**src/rtl/pipeline_stage_elastic.sv**
```systemverilog
// pipeline_stage_elastic: elastic pipeline register with flush and optional skid buffer; PIPE_STAGE_STATS_EN adds stall_cycles/xfer_count
module pipeline_stage_elastic #(
   parameter int WIDTH = 32,
   parameter logic [WIDTH-1:0] BUBBLE_V = '0,
   parameter int SKID = 1
) (
   input  logic             clk,
   input  logic             reset,
   input  logic             flush,
   input  logic             in_valid,
   output logic             in_ready,
   input  logic [WIDTH-1:0] in_data,
   output logic             out_valid,
   input  logic             out_ready,
   output logic [WIDTH-1:0] out_data,
   output logic [1:0]       occupancy
`ifdef PIPE_STAGE_STATS_EN
   ,
   output logic [31:0]      stall_cycles,
   output logic [31:0]      xfer_count
`endif
);
   typedef enum logic [1:0] {EMPTY = 2'd0, ONE = 2'd1, TWO = 2'd2} state_t;
   state_t state, state_n;
   logic [WIDTH-1:0] main_q, main_n, skid_q, skid_n;
   logic rdy_q, in_fire, out_fire;
   // skid mode: ready comes from a flop, so out_ready never reaches in_ready
   assign in_ready = (SKID != 0) ? (rdy_q & !flush) : (!flush & (!out_valid | out_ready));
   assign in_fire = in_valid & in_ready;
   assign out_fire = out_valid & out_ready;
   assign out_data = main_q;
   assign occupancy = state;
   always_comb begin
      state_n = state;
      main_n = main_q;
      skid_n = skid_q;
      if (flush) begin
         state_n = EMPTY;
         main_n = BUBBLE_V;
         skid_n = BUBBLE_V;
      end else begin
         case (state)
            EMPTY: if (in_fire) begin
               main_n = in_data;
               state_n = ONE;
            end
            ONE: if (in_fire && out_fire) begin
               main_n = in_data;
            end else if (in_fire) begin
               skid_n = in_data;
               state_n = TWO;
            end else if (out_fire) begin
               main_n = BUBBLE_V;
               state_n = EMPTY;
            end
            TWO: if (out_fire) begin
               main_n = skid_q;
               skid_n = BUBBLE_V;
               state_n = ONE;
            end
            default: begin
               state_n = EMPTY;
               main_n = BUBBLE_V;
               skid_n = BUBBLE_V;
            end
         endcase
      end
   end
   always_ff @(posedge clk) begin
      if (reset) begin
         state <= EMPTY;
         main_q <= BUBBLE_V;
         skid_q <= BUBBLE_V;
         out_valid <= 1'b0;
         rdy_q <= 1'b1;
      end else begin
         state <= state_n;
         main_q <= main_n;
         skid_q <= skid_n;
         out_valid <= (state_n != EMPTY);
         rdy_q <= (state_n != TWO);
      end
   end
`ifdef PIPE_STAGE_STATS_EN
   always_ff @(posedge clk) begin
      if (reset) begin
         stall_cycles <= '0;
         xfer_count <= '0;
      end else begin
         if (out_valid && !out_ready && !(&stall_cycles)) stall_cycles <= stall_cycles + 32'd1;
         if (out_fire) xfer_count <= xfer_count + 32'd1;
      end
   end
`endif
endmodule

```
**config.mk**
```make
export PLATFORM = sky130hd
export DESIGN_NAME = pipeline_stage_elastic
export DESIGN_NICKNAME = d
export VERILOG_FILES = /design/src/rtl/pipeline_stage_elastic.sv
export SDC_FILE = /design/constraint.sdc
export NUM_CORES = 1
export LEC_CHECK = 0
export CAP_MARGIN = 20
export CELL_PAD_IN_SITES_DETAIL_PLACEMENT = 2
export CELL_PAD_IN_SITES_GLOBAL_PLACEMENT = 2
export CORE_ASPECT_RATIO = 2
export CORE_MARGIN = 1.5
export CORE_UTILIZATION = 27
export CTS_BUF_LIST = sky130_fd_sc_hd__clkbuf_4
export CTS_CLUSTER_DIAMETER = 30
export DETAILED_ROUTE_END_ITERATION = 7
export GPL_TIMING_DRIVEN = 0
export PLACE_DENSITY_LB_ADDON = 0.1
export SLEW_MARGIN = 10
export SYNTH_ARGS = -nofsm -noshare
export SYNTH_HDL_FRONTEND = slang
export SYNTH_SLANG_ARGS = --single-unit
```
**constraint.sdc**
```tcl
create_clock -name clk -period 1.6 [get_ports clk]
set_clock_uncertainty 0.15 [all_clocks]
set_input_delay 0.32 -clock clk [delete_from_list [all_inputs] [get_ports clk]]
set_output_delay 0.32 -clock clk [all_outputs]
set_load 0.02 [all_outputs]
```
==> Word-level counts from Yosys, hierarchy flattened <==
Cells that the tools add are included.
{ "word_totals": {"reg_bits": 68, "input_bits": 37, "output_inout_bits": 36, "wordCells": 40} }
{ "classes": {"n_eq_ne": 9, "mux": 15, "n_bitwise": 4, "reduce_logical": 7} }
{ "op_table": {"columns": ["operator", "n"], "rows": [
  ["$mux 32", 6],
  ["$pmux 32 s3", 2],
  ["$mux 2", 6],
  ["$ne 2x2->1 const B", 5],
  ["$reduce_and 4->1", 2],
  ["$ne 3x3->1 const B", 2],
  ["$pmux 2 s3", 1],
  ["$and 1x1->1", 3],
  ["$eq 2x1->1 const B", 1],
  ["$eq 2x2->1 const B", 1],
  ["$logic_not 2->1", 1],
  ["$reduce_bool 2->1", 1],
  ["$reduce_or 2->1", 1],
  ["$logic_and 1x1->1", 1],
  ["$logic_not 1->1", 1],
  ["$not 1->1", 1]
]} }

==> Logic depth before layout (Yosys ltp) <==
{ "depth": {"ltp_word": 8, "depth_mapped": 7, "ltp_nobuf": 4} }

==> Worst setup path after synthesis <==
Ideal clock, no wire load.
{ "synth_path": {"path_type": "reg2reg", "from": "register state[1] (netlist: occupancy[1])", "to": "register main_q[0] (netlist: out_data[0])", "setup_time_ns": 0.132, "arrival_ns": 1.456, "required_ns": 1.318, "path_slack_ns": -0.138, "path_stages_with_launch": 7, "n_path_buf": 2, "period_less_slack_ns": 1.738, "cell_sequence": "dfxtp_1 buf_4 nand2b_1 nor2_1 buf_2 a222oi_1 a21oi_1"} }
{ "synth_via": {"elab_chain_cells": 3, "elab_cells_between_ends": 9, "classes_between": "eq/ne (6); mux (1); reduce/logical (2)"} }
{ "synth_lines": {"columns": ["item", "line_no", "source"], "rows": [
  ["start: declaration", "24", "state_t state, state_n;"],
  ["start signal: assignment", "77", "state <= state_n;"],
  ["$eq 2x1->1, or another cell as far along", "42", "case (state)"],
  ["$ne 3x3->1 (no line) / $ne 2x2->1 (equally long branches)", null, null],
  ["$reduce_and 4->1 (no line)", null, null],
  ["end signal: assignment", "78", "main_q <= main_n;"],
  ["end: declaration", "25", "logic [WIDTH-1:0] main_q, main_n, skid_q, skid_n;"]
]} }
Parallel ways exist; a longest one is shown, timed or not.
A chain may end at the register's enable or synchronous reset.

==> Final worst setup path <==
{ "layout_path": {"from": "register state[1] (netlist: occupancy[1])", "to": "register main_q[21] (netlist: out_data[21])"} }
Same word-level chain as after synthesis.

==> impl_metrics.toml <==
[drt]
detail_route.wirelength_um = 12500
route.detailed.drc = 0
vias_per_cell = 5.23
postRouteAntennaNets = 0
drt_iter0_drc = 212
wl_per_cell_um = 21.6
firstDrtPassIters = 5
vias = 3010

[timing]
setup_viol = 38
setup_ws_ns = -0.185
whs_ns = 0.294
worst_pin_slew_ns = 0.651
relSlewSlack_pct = 56.6
fmax_mhz = 560
rsz0062_at_grt = "yes"
drv_slew = 0
period_share_pct = 112
hold_viol_final = 0
min_period_ns = 1.78

[critical_path]
cpPeakStageDelay_ns = 0.40
start_kind = "flop"
worst_path_max_delay_cell = "a222oi_1"
critPathCaptureType = "flop"
worstSetupPathType = "flop to flop"
critPathMaxFanout = 7
path_delay_family = "compound AO/OA/AOI/OAI gates"
crit_buf_inv = 4
crit_required_ns = 1.75
crit_chain = "buf_8 > buf_6 > nand2b_4 > nor2_4 > buf_12 > buf_8 > a222oi_1 > a21oi_2"
crit_arrival_ns = 1.94
crit_top_cell = "buf_8"

[cells_and_area]
num-fill-cells = 1130
syn2layout_area_growth_pct = 61.4
fin_cells = 576
final_common_cell = "nand2_1"
layout_common_cells = "80 x nand2_1, 51 x dfxtp_1, 33 x mux2i_1, 33 x clkdlybuf4s50_1, 31 x a222oi_1"
design_area_um2 = 4740
fin_util_pct = 45.0
num-nets-final = 471
drive_gt1_share_pct = 38.6

[floorplan]
fp.dieW_um = 76.7
rows = 53
die_y_um = 150
core_area_um2 = 10500
pin_count = 73
fp.dieArea_um2 = 11500
start_util_pct = 27.9

[global_route]
grt_util_all_layers_pct = 20.5
overflow = 0
grt_pass1_wl_um = 17700
grt_start_max_net_pins = 11
antenna_found_initial = 1
grt_pass1_vias = 3234

[placement]
dp_hpwl_um = 7240
place_congestion = 0.731
io_buffers = 72
dpl_cell_area_um2 = 3840
placedCellCount = 526

[outcome]
violations = "negative setup slack"
status = "finished, violations left"

[logic_synthesis]
synth_cell_type_count = 28
syn-num-nets = 354
syn_area_per_cell_um2 = 9.26
syn-instance-count = 317
yosysSeqAreaShare_pct = 46.4
synth-seq-cells = 68
yosysWarnings = 0
syn_area_um2 = 2940

[clock_network]
cts_tree = "done"
clockBufferDepth = 2
clk_pin_slew_ns = 0.12
clock-sinks = 68
cts-root-buf = "clkbuf_4"
cts_inserted_buffers = 9
clkLatencyLatePin_ns = 0.41
h-tree-depth = 3

[pwr]
power_density_nw_per_um2 = 724
p_leak_nw = 1.65
ir_drop_mv = 0.347
power_mw = 3.43

[job]
max-cap-violations = 0

[worst_hold_path]
hp-class = "primary input to flop"
## where the power goes
group | leakage [nW] | internal [mW] | switching (mW)
registers | 0.557 | 1.71 | 0.0200
clock network | 0.0748 | 0.516 | 0.648
logic | 1.01 | 0.273 | 0.263
## layer usage
metal / GRT usage [%] / share of wire [%] / wire length (µm)
met5: 0 / 0 / 0
met1: 20.7 / 37 / 4570
met4: 9.17 / 2.8 / 351
met2: 40.4 / 58 / 7230
met3: 3.09 / 2.5 / 306
## kinds of logic after synthesis
logic type / count (synthesis) / share of synthesized area [%]
mux: 33 / 11.2
compound gates: 73 / 19.2
simple gates: 114 / 16.7
buf+inv: 29 / 6.52
flops: 68 / 46.4
## final cells by class
class | count | area (µm²) | share of cell area (%)
Multi-Input combinational cell | 220 | 1530 | 32.2
Sequential cell | 68 | 1390 | 29.3
Timing Repair Buffer | 109 | 1230 | 26.0
Buffer | 25 | 287 | 6.04
Tap cell | 137 | 171 | 3.62
Clock buffer | 12 | 90.1 | 1.90
Clock inverter | 3 | 38.8 | 0.818
Inverter | 1 | 3.75 | 0.0792
Antenna cell | 1 | 2.50 | 0.0528
## worst paths after layout
check                from            to  slack, ns  depth (start not counted)
min             out_ready         rdy_q       0.29                          3
min reg2reg  out_data[10]  out_data[10]       0.32                          2
max reg2reg  occupancy[1]  out_data[21]      -0.18                          8
max          occupancy[1]  out_data[21]      -0.18                          8
## metrics by stage
step           setup slack, ns  TNS (ns)
2_1_floorplan          0.00488         0
3_3_place_gp            -0.881    -45.25
3_5_place_dp            -0.942    -47.93
4_1_cts                -0.0942     -2.17
5_1_grt                 -0.224     -5.18
6_report                -0.185     -3.19
## registers in the layout (all words and copies together) (netlist names)
register and count:
occupancy 2, out_data 32, out_valid 1, rdy_q 1
skid_q 32
## worst reg2reg max path, cell delays in order, from the launching register on
cell and delay, ns:
dfxtp_2 0.35, buf_8 0.13, buf_6 0.11, nand2b_4 0.08, nor2_4 0.04, buf_12 0.14
buf_8 0.14, a222oi_1 0.41, a21oi_2 0.13
## cell usage after synthesis, drive strengths merged
library cell | count | area, µm²
mux2i | 33 | 330
nand3 | 1 | 5.00
or3b | 1 | 8.76
a21oi | 34 | 170
nor3 | 1 | 10.0
dfxtp | 68 | 1360
and4bb | 1 | 16.3
a22oi | 1 | 7.51
a21o | 2 | 15.0
a222oi | 31 | 310
buf | 20 | 158
nand2 | 98 | 368
o22a | 2 | 17.5
clkbuf | 8 | 30.0
inv | 1 | 3.75
and2 | 1 | 6.26
nand2b | 2 | 12.5
a211oi | 1 | 20.0
nor2b | 1 | 6.26
or2 | 1 | 6.26
o21ai | 1 | 5.00
a21boi | 1 | 18.8
nand3b | 1 | 20.0
nor2 | 6 | 30.0
## timing repair
action / CTS / global route
hold buffers: 0 / 0
gates resized for setup: 188 / 54
setup buffers: 17 / 11
gates cloned: 8 / 6
setup endpoints to repair: 101 / 82
pin swaps: 35 / 28
(Power assumes the default switching activity.)
==> RTL edit 1 (same flow settings) <==
Set the parameter `WIDTH` to 64 (it was 32).
--- a/src/rtl/pipeline_stage_elastic.sv
+++ b/src/rtl/pipeline_stage_elastic.sv
@@ -2,3 +2,3 @@
 module pipeline_stage_elastic #(
-   parameter int WIDTH = 32,
+   parameter int WIDTH = 64,
    parameter logic [WIDTH-1:0] BUBBLE_V = '0,
Interface: changed (resized in_data and out_data); port bits go from 73 to 137. No check against the original RTL was run, so the function may have changed too.
==> RTL edit 1 against the unedited design <==
First-iteration DRC count rose by 73%; sequential cell count rose by 64; largest power group unchanged; highest routed layer unchanged; synthesized area rose by 86%; maximum frequency fell by 3.3%; the flow finishes with violations (design-rule violations, negative setup slack); total power rose by 100%; final area rose by 110%; routed wire length rose by 110%; hold slack got worse by 110 ps; global-route usage rose by 0.75 points; non-clock buffer count rose by 151; final cell count rose by 95%; utilization rose by 4.1 points; worst setup slack got worse by 60 ps.
==> RTL edit 1: results (changes against the unedited design) <==
timing.hold.ws_ps: 188  # -106 ps
pre_cts_slack_ps: -1200  # -258 ps
power.switching_mw: 1.95  # +110%
fin_nets: 918  # +95%
hp-start: "in_data[31]"
powerClk_mw: 2.48  # +110%
grt_pass1_vias: 6372  # +97%
htreeDepth: 4  # +1
r2r-start: "occupancy[0]"
synth_common_cells: "nand2_1, dfxtp_1, a21oi_1"
grt_start_max_net_pins: 17  # +6
gp_congestion: 0.749  # +2.5%
setup_viol: 132  # +250%
synth.area.mux_share_pct: 11.9  # +0.65 points
setup-tns-final_ps: -19950  # -16760 ps
r2r_cells: 6  # -2
cp-endpoint: "out_data[54]"
worst_pin_slew_ps: 796  # +146 ps
post_dp_cell_area_mm2: 0.00721  # +88%
drt_iter0_drc: 367  # +73%
grt_use_met2_pct: 45.0  # +4.6 points
wl_met1_um: 8870  # +94%
slowest_delay_ps: 480  # +80 ps
pg_seq_mw: 3.32  # +92%
insertion_delay_ps: 560  # +150 ps
met3_usage_pct: 4.21  # +1.1 points
synthCells: 599  # +89%
hpwl_um: 15200  # +110%
ir_drop_uv: 403  # +16%
drc: 5  # +5
violations: "design-rule violations, negative setup slack"
wl_met3_um: 844  # +180%
grt_pass1_wl_um: 34800  # +96%
layout_setup_ws_ps: -245  # -60.4 ps
cts_made_buffers: 17  # +8
status: "finished with violations"
drt-vias-per-instance: 5.25  # +0.39%
routed_wl_um: 25700  # +110%
first_pass_iters: 8  # +3
-- RTL edit 1: cell count changes in the layout (fill, tap and decap cells not counted), sizes merged --
cell / unedited run / this run
buf: 56 / 179
nand2: 98 / 194
dfxtp: 68 / 132
clkdlybuf4s50: 33 / 67
a21oi: 34 / 66
a222oi: 31 / 63
mux2i: 33 / 65
clkbuf: 26 / 57
clkdlybuf4s15: 28 / 0
clkinv: 2 / 8
bufinv: 1 / 3
clkinvlp: 0 / 2
dlygate4sd2: 3 / 1
-- RTL edit 1: cell type report --
class,instances,area [um2]
well taps,262,328
clock buffers,19,143
repair buffers,232,2550
diodes,1,2.50
plain buffers,53,701
clock inverters,13,160
flip-flops and latches,132,2820
multi-input cells,412,3050
fillers,2111,10200
inverters,1,3.75
-- RTL edit 1: repair_timing --
action	in CTS	in global routing
pin swaps	61	88
gates cloned	7	13
setup endpoints to repair	199	184
buffers inserted	29	49
resized for setup	505	248
==> RTL edit 2 (config.mk and constraints unchanged) <==
Made on the original files. The option `PIPE_STAGE_STATS_EN` is turned on by a define.
--- a/src/rtl/pipeline_stage_elastic.sv
+++ b/src/rtl/pipeline_stage_elastic.sv
@@ -1,2 +1,4 @@
 // pipeline_stage_elastic: elastic pipeline register with flush and optional skid buffer; PIPE_STAGE_STATS_EN adds stall_cycles/xfer_count
+`define PIPE_STAGE_STATS_EN
+
 module pipeline_stage_elastic #(
Formal check against the unedited RTL (old outputs only; new: stall_cycles and xfer_count): equivalent (Yosys induction, for registers that start in step).
==> RTL edit 2 against the unedited design <==
The run still ends with negative setup slack left; critical path depth stayed put; combinational power is 58% higher; count of clock-buffer cells in the layout is 7 higher; routed wire length grew to 2.6 times the old value; final area grew to 2.5 times the old value; total power is 100% higher; synthesized area is 110% higher; sequential cell count is 64 higher; worst setup slack worse by 440 ps; critical endpoint is now stall_cycles[5].
==> RTL edit 2: results (changes against the unedited design) <==
status: "finished with violations"
violations: "negative setup slack"
drive_gt1_share_pct: 63.5  # +25 points
grt_pass1_vias: 7592  # +130%
cts_made_buffers: 17  # +8
vias: 6983  # +130%
io_buffers: 136  # +89%
synth.area.mux_share_pct: 5.36  # -5.9 points
synth_common_cells: "dfxtp_1, nor2_1, nand2_1"
gp_congestion: 0.746  # +2.1%
crit_fanout: 4  # -3
r2r_cells: 8  # unchanged
layout_setup_ws_ps: -629  # -445 ps
dp.cells: 1117  # +110%
hpwl_um: 17200  # +140%
pre_cts_slack_ps: -1150  # -204 ps
cp-endpoint: "stall_cycles[5]"
yosysUniqueCellTypes: 49  # +75%
synthAdderAreaFrac_pct: 0.406  # +0.41 points
synth-compound-area-share_pct: 18.2  # -1.0 points
ys_seq_area_share_pct: 42.8  # -3.5 points
syn_nets: 740  # +110%
grt.total_usage_pct: 23.9  # +3.4 points
ir_drop_uv: 445  # +28%
clockBufferDepth: 2  # unchanged
htreeDepth: 4  # +1
synthArstFlopShare_pct: 0  # unchanged
first_pass_iters: 4  # -1
hp-class: "input pin to register"
wl_per_cell_um: 24.0  # +11%
post_synth_xor_area_fraction_pct: 4.97  # +5.0 points
setup_viol: 167  # +340%
cp.arrival_ps: 2600  # +660 ps
slew_headroom_pct: 37.6  # -19 points
fin_cells: 1332  # +130%
avgSynthCellArea_um2: 8.80  # -5.0%
grt_start_max_net_pins: 17  # +6
yosys-top-cells-area: "dfxtp_1, mux2i_1, nor2_1"
insertion_delay_ps: 620  # +210 ps
grt_pass1_wl_um: 42500  # +140%
critPathLaunch: "stall_cycles[1]"
yosys_warnings: 0  # unchanged
power.leakage_nw: 4.71  # +190%
drt_iter0_drc: 236  # +11%
RTL edit 2: worst min-delay path by stage:
| stage | startpoint | endpoint | slack, ps | depth (start not counted) |
|---|---|---|---|---|
| final | in_data[4] | out_data[4] | 260 | 3 |
| after global routing | in_data[4] | out_data[4] | 230 | 3 |
| after CTS | in_data[2] | out_data[2] | 200 | 3 |
| after detailed placement | out_data[6] | out_data[6] | 300 | 2 |
| after global placement | out_data[18] | out_data[18] | 290 | 2 |
| after floorplan | skid_q[0] | skid_q[0] | 310 | 2 |
RTL edit 2: stage by stage:
stage	TNS, ps	instance area, um2	hold WS, ps	utilization, %
global route	-54630	12000	226	53.2
global placement	-105010	8340	293	37.0
detailed placement	-112070	8340	299	37.0
CTS	-39230	10700	197	47.6
floorplan	-11180	6620	311	-
finish	-42750	12000	258	53.2
RTL edit 2: cells by family after synthesis:
family	after synthesis
AOI/OAI and AO/OA	162
xor gates and xnor gates	35
adders and majority gates	2
buffers and inverters	58
DFF	132
muxes	33
and+or+nand+nor	279
RTL edit 2: power breakdown:
group,internal [mW],switching (mW),total (mW)
Clock,1.56,1.37,2.93
Combinational,0.411,0.438,0.849
Sequential,3.21,0.0236,3.24
RTL edit 2: repair_timing:
action,CTS,global route
resized for setup,807,242
setup endpoints to repair,225,230
pin swaps,91,113
setup buffers,120,68
cloned,12,1
RTL edit 2: final cells by class:
cell class,instances,area (um2)
Buffer,44,440
Tap cell,280,350
Antenna cell,1,2.50
Clock buffer,19,143
Inverter,7,26.3
Multi-Input combinational cell,513,4600
Sequential cell,132,2920
Timing Repair Buffer,323,3300
Clock inverter,13,211
Fill cell,2240,10600
RTL edit 2: worst max-delay path: stages, from the launching register on:
cell     delay, ps
dfxtp_4        420
ha_4           170
nand4_4        120
or2_4          290
nor4_4         350
buf_6          190
buf_6          110
o41ai_1         80
a21oi_1        240
RTL edit 2: routing by layer:
layer / vias to the layer above / part of all wire (%) / track usage [%] / routed length (um)
li1: 3202 / - / - / -
met1: 3535 / 33 / 21.4 / 10500
met2: 173 / 61 / 49.3 / 19400
met3: 73 / 2.6 / 3.89 / 830
met4: 0 / 3.7 / 10.2 / 1200
met5: - / 0 / 0 / 0
